==> config.mk <==
export PLATFORM = sky130hd
export DESIGN_NAME = key_event_arbiter
export DESIGN_NICKNAME = d
export VERILOG_FILES = /design/src/rtl/key_pkg.sv /design/src/rtl/key_repeat_timer.sv /design/src/rtl/key_event_arbiter.sv
export SDC_FILE = /design/constraint.sdc
export NUM_CORES = 1
export LEC_CHECK = 0
export ABC_CLOCK_PERIOD_IN_PS = 9600
export CELL_PAD_IN_SITES_DETAIL_PLACEMENT = 1
export CELL_PAD_IN_SITES_GLOBAL_PLACEMENT = 2
export CORE_MARGIN = 2
export CORE_UTILIZATION = 42
export DETAILED_ROUTE_END_ITERATION = 10
export MAX_ROUTING_LAYER = met4
export PLACE_DENSITY = 0.86
export RECOVER_POWER = 100
export SYNTH_ARGS = -nofsm -noshare
export SYNTH_HDL_FRONTEND = slang
export SYNTH_SLANG_ARGS = --single-unit
==> constraint.sdc <==
create_clock -name clk -period 9.6 [get_ports clk]
set_input_delay 0.96 -clock clk [delete_from_list [all_inputs] [get_ports clk]]
set_output_delay 0.96 -clock clk [all_outputs]
set_load 0.02 [all_outputs]
==> src/rtl/key_pkg.sv <==
// Shared definitions for the key event path: arbiter FSM encoding and default timing.
package key_pkg;

  typedef enum logic {
    ST_IDLE  = 1'b0,
    ST_OFFER = 1'b1
  } arb_state_t;

  localparam int unsigned HOLD_DELAY_DEF    = 1000;
  localparam int unsigned REPEAT_PERIOD_DEF = 250;
  localparam int unsigned DROP_W            = 8;

endpackage

==> src/rtl/key_repeat_timer.sv <==
// Per-key press edge detect and hold-to-repeat timer; events are single-cycle strobes.
module key_repeat_timer
  import key_pkg::*;
#(
  parameter int unsigned HOLD_DELAY    = HOLD_DELAY_DEF,
  parameter int unsigned REPEAT_PERIOD = REPEAT_PERIOD_DEF
) (
  input  logic clk,
  input  logic nrst,
  input  logic key_in,
  input  logic rep_en,
  output logic press_evt,
  output logic rep_evt
);

  localparam int unsigned MAXC = (HOLD_DELAY > REPEAT_PERIOD) ? HOLD_DELAY : REPEAT_PERIOD;
  localparam int unsigned CW   = $clog2(MAXC);

  logic          key_prev;
  logic          phase_next;
  logic [CW-1:0] cnt;
  logic [CW-1:0] limit;

  assign limit     = phase_next ? CW'(REPEAT_PERIOD - 1) : CW'(HOLD_DELAY - 1);
  assign press_evt = key_prev & ~key_in;
  assign rep_evt   = ~press_evt & ~key_in & rep_en & (cnt == limit);

  // key_prev resets high so a key held through reset yields a press afterwards
  always_ff @(posedge clk or negedge nrst) begin
    if (!nrst) begin
      key_prev   <= 1'b1;
      phase_next <= 1'b0;
      cnt        <= '0;
    end else begin
      key_prev <= key_in;
      if (press_evt) begin
        cnt        <= '0;
        phase_next <= 1'b0;
      end else if (!key_in && rep_en) begin
        if (cnt == limit) begin
          cnt        <= '0;
          phase_next <= 1'b1;
        end else begin
          cnt <= cnt + CW'(1);
        end
      end else begin
        cnt <= '0;
      end
    end
  end

endmodule

==> src/rtl/key_event_arbiter.sv <==
// Turns debounced key levels into press/repeat events, serialised round-robin onto one valid/ready stream.
module key_event_arbiter
  import key_pkg::*;
#(
  parameter int unsigned N             = 4,
  parameter int unsigned IDW           = (N > 1) ? $clog2(N) : 1,
  parameter int unsigned HOLD_DELAY    = HOLD_DELAY_DEF,
  parameter int unsigned REPEAT_PERIOD = REPEAT_PERIOD_DEF
) (
  input  logic              clk,
  input  logic              nrst,
  input  logic [N-1:0]      key_in,
  input  logic              rep_en,
  output logic              evt_valid,
  output logic [IDW-1:0]    evt_id,
  output logic              evt_rep,
  input  logic              evt_ready,
  output logic [DROP_W-1:0] drop_cnt,
  input  logic              drop_clr
);

  localparam int unsigned NDW  = $clog2(N + 1);
  localparam int unsigned SUMW = DROP_W + 1;

  logic [N-1:0] press_evt;
  logic [N-1:0] rep_evt;

  for (genvar g = 0; g < N; g++) begin : g_timer
    key_repeat_timer #(
      .HOLD_DELAY    (HOLD_DELAY),
      .REPEAT_PERIOD (REPEAT_PERIOD)
    ) u_timer (
      .clk       (clk),
      .nrst      (nrst),
      .key_in    (key_in[g]),
      .rep_en    (rep_en),
      .press_evt (press_evt[g]),
      .rep_evt   (rep_evt[g])
    );
  end

  arb_state_t        state_q, state_d;
  logic [N-1:0]      pending, pend_d;
  logic [N-1:0]      pend_rep, prep_d;
  logic [IDW-1:0]    rr_ptr, rr_next;
  logic [IDW-1:0]    sel, hi_sel, lo_sel;
  logic              hi_found, lo_found;
  logic              sel_rep;
  logic              load;
  logic              clr;
  logic [NDW-1:0]    ndrop;
  logic [SUMW-1:0]   drop_sum;
  logic [DROP_W-1:0] drop_d;

  // Round-robin pick: lowest pending index at/after rr_ptr, else lowest overall
  always_comb begin
    hi_found = 1'b0;
    lo_found = 1'b0;
    hi_sel   = '0;
    lo_sel   = '0;
    sel_rep  = 1'b0;
    for (int i = 0; i < int'(N); i++) begin
      if (pending[i]) begin
        if (!hi_found && (i >= int'(rr_ptr))) begin
          hi_found = 1'b1;
          hi_sel   = IDW'(i);
        end
        if (!lo_found) begin
          lo_found = 1'b1;
          lo_sel   = IDW'(i);
        end
      end
    end
    sel = hi_found ? hi_sel : lo_sel;
    for (int i = 0; i < int'(N); i++) begin
      if (sel == IDW'(i)) sel_rep = pend_rep[i];
    end
    rr_next = (sel == IDW'(N - 1)) ? '0 : sel + IDW'(1);
  end

  always_ff @(posedge clk or negedge nrst) begin
    if (!nrst) state_q <= ST_IDLE;
    else       state_q <= state_d;
  end

  always_comb begin
    state_d = state_q;
    load    = 1'b0;
    case (state_q)
      ST_IDLE: begin
        if (|pending) begin
          load    = 1'b1;
          state_d = ST_OFFER;
        end
      end
      ST_OFFER: begin
        if (evt_ready) state_d = ST_IDLE;
      end
      default: state_d = ST_IDLE;
    endcase
  end

  // A new event on the key being loaded this cycle re-arms it rather than dropping
  always_comb begin
    pend_d = pending;
    prep_d = pend_rep;
    ndrop  = '0;
    clr    = 1'b0;
    for (int i = 0; i < int'(N); i++) begin
      clr = load && (sel == IDW'(i));
      if (clr) pend_d[i] = 1'b0;
      if (press_evt[i] || rep_evt[i]) begin
        if (!pending[i] || clr) begin
          pend_d[i] = 1'b1;
          prep_d[i] = ~press_evt[i];
        end else begin
          ndrop = ndrop + NDW'(1);
        end
      end
    end
    drop_sum = {1'b0, drop_cnt} + SUMW'(ndrop);
    if (drop_clr)              drop_d = '0;
    else if (drop_sum[DROP_W]) drop_d = '1;
    else                       drop_d = drop_sum[DROP_W-1:0];
  end

  always_ff @(posedge clk or negedge nrst) begin
    if (!nrst) begin
      pending   <= '0;
      pend_rep  <= '0;
      rr_ptr    <= '0;
      evt_valid <= 1'b0;
      evt_id    <= '0;
      evt_rep   <= 1'b0;
      drop_cnt  <= '0;
    end else begin
      pending   <= pend_d;
      pend_rep  <= prep_d;
      drop_cnt  <= drop_d;
      evt_valid <= (state_d == ST_OFFER);
      if (load) begin
        evt_id  <= sel;
        evt_rep <= sel_rep;
        rr_ptr  <= rr_next;
      end
    end
  end

endmodule

==> qor.txt <==
Slew Limit Fails = 71
Post-synth EDFFs = 0
most frequent cells in the layout = dfrtp_1, nor2_1, nand3_1
die area = 9240 sq um
GRT overflow = 0
warnings from Yosys = 0
cells after synthesis = 353
number of top-level pins = 21
Final Util = 0.492
Avg WL per Cell = 14.5 microns
first-pass GRT wire length = 12,400 microns
Via density = 5.22
CTS tree = done
fin nets = 405
All-Layer GR Usage = 0.179
DR vias = 2,562
# Post-CTS Setup Buffers = 0
Routed WL = 7130 microns
Fill cells = 956
CTS Hold Bufs = 0
post-CTS sizing = 0
Mapped Area = 3560 sq um
maximum root-to-sink buffer count = 2
Startpoint Class = register
Syn Nets = 377
clock sink count = 70
TritonCTS Buffers = 9
Top FF cell, synth = dfrtp_1
unrepaired setup endpoints after global routing = no
Final Hold Viols = 0
Sum Neg Setup Slack = 0 ps
leakage power total = 1.82 nW
initial DRC count = 76
crit path DAT = 5250 ps
Starting Density = 0.434
Worst-path clk slew = 80 ps
Post-route DRC = 0
fin crit share = 0.524
CORE AREA = 8220 sq um
syn avg cell area = 10.1 sq um
die height = 96.1 microns
CP required = 9820 ps
initial antenna violation count = 0
share of cells above drive strength 1 = 0.0648
violated checks = capacitance limit, slew limit
clock latency on the worst-skew pair = 350 ps
Yosys cell types = 50
Setup violations, final = 0
H-tree Lvls = 3
FMAX = 199 MHz
width of the die = 96.1 microns
crit path capture type = register
Buffers on Ports = 20
GPL Wtd Cong = 0.810
P per Cell Area = 184 nW/um^2
Final min period = 5030 ps
vias in the first global route = 2,696
drt first pass iters = 4
most common cell after layout, fill and taps aside = dfrtp_1
post-DP HPWL = 5050 microns
worst IR drop on VDD = 0.0813 mV
CP Class = reg -> reg
Seq/Total Area, Yosys = 0.493
MaxCap Viol Count = 1
Design Power = 744 uW
outcome = complete, but fails checks
post-synthesis async set-or-reset flop share = 1.00
pin count of the biggest net entering global routing = 71
ANT cells = 0
clock root buffer = clkbuf_8
Seq cells post-synth = 70
antenna-violating nets left = 0
worst relative slew slack = -1.55
Least-Margin Pin Slew = 3830 ps
area grow syn2layout = 13.6%
Worst Skew = 9.92 ps
Crit Path Max Fanout = 6
Hold Crit Class = reg -> reg
row count = 33
area by class of cell:
type | instances | area (sq um) | area share
clock buffers | 11 | 151 | 0.0374
clock inverters | 5 | 33.8 | 0.00835
inverters | 21 | 78.8 | 0.0195
multi-input cells | 258 | 1700 | 0.419
flip-flops and latches | 70 | 1760 | 0.434
well taps | 105 | 131 | 0.0325
repair buffers | 21 | 199 | 0.0492
stage by stage:
step | hold WS, ps | cell area, sq um | instances | setup slack [ps]
floorplan | 460 | 3560 | 353 | 5020
global route | 535 | 4050 | 491 | 3930
finish | 506 | 4050 | 491 | 4570
CTS | 509 | 4070 | 491 | 4510
global placement | 487 | 3880 | 475 | 4600
detailed placement | 497 | 3880 | 475 | 4500
synth_stat cells, types with 2 or more instances:
cell type	number	area, sq um
dfrtp_1	66	1650
nor2_1	64	240
nand3_1	26	130
xor2_1	25	219
a21oi_1	23	115
inv_1	21	78.8
ha_1	14	175
xnor2_1	13	114
and3_1	12	75.1
nand2_1	11	41.3
o21ai_0	7	35.0
nand4b_1	6	52.6
nor4b_1	6	52.6
nor2b_1	5	31.3
dfstp_2	4	105
mux2i_1	4	40.0
clkbuf_1	3	11.3
a21o_1	2	15.0
and4b_1	2	20.0
mux2_1	2	22.5
nand2b_1	2	12.5
nand3b_1	2	15.0
nor3b_1	2	15.0
o2111ai_1	2	17.5
o21ai_1	2	10.0
or3_1	2	12.5
or4b_1	2	20.0
final timing paths:
check / startpoint / slack (ps) / to / cells past startpoint
setup / recovery: rr_ptr[1] / 4570 / drop_cnt[2] / 24
hold / removal: g_timer[1].u_timer.cnt[0] / 510 / g_timer[1].u_timer.cnt[0] / 1
setup reg to reg: rr_ptr[1] / 4570 / drop_cnt[2] / 24
hold reg to reg: g_timer[1].u_timer.cnt[0] / 510 / g_timer[1].u_timer.cnt[0] / 1
max in group asynchronous: nrst / 5430 / pending[2] / 2
min in group asynchronous: nrst / 2040 / g_timer[0].u_timer.cnt[7] / 2
registers in the layout (all words and copies together) (netlist names):
name and count:
g_timer.u_timer.cnt 40, drop_cnt 8, g_timer.u_timer.key_prev 4, g_timer.u_timer.phase_next 4, pend_rep 4, pending 4
evt_id 2, rr_ptr 2, evt_rep 1, evt_valid 1
report_power, final:
part / switching [mW] / internal [mW]
Sequential: 0.0199 / 0.317
Clock: 0.115 / 0.107
Combinational: 0.109 / 0.0755
critical path, cell delays in order (launching register included):
cell and delay, ps:
dfrtp_1 420, inv_1 90, nor2_1 60, o21ai_0 140
o21ai_0 100, a31oi_1 410, ha_1 290, inv_1 50
o21ai_0 350, inv_1 90, ha_1 280, mux2i_1 300
inv_1 90, ha_1 280, inv_1 30, mux2i_1 200
ha_1 180, nor3b_1 220, xnor2_1 160, ha_1 290
nor2b_1 160, o2111ai_1 290, inv_1 100, nand3_1 220
a21oi_1 100
logic make-up after synthesis:
kind of cell             Yosys count  share of synthesized area
buffers and inverters             25                     0.0263
multiplexers                       8                     0.0270
AO/OA/AOI/OAI                     46                     0.0808
flip-flops                        70                      0.493
AND/OR/NAND/NOR                  150                      0.218
adder cells (fa/ha/maj)           15                     0.0548
XOR/XNOR                          39                     0.0997
layer usage:
layer,wire (microns),GRT usage,share of wire,vias up
met5,0,-,0,-
met4,117,0.0714,0.016,0
met3,156,0.0376,0.022,11
met2,3390,0.282,0.48,25
met1,3470,0.227,0.49,1259
li1,-,-,-,1267
(Power assumes the default switching activity.)
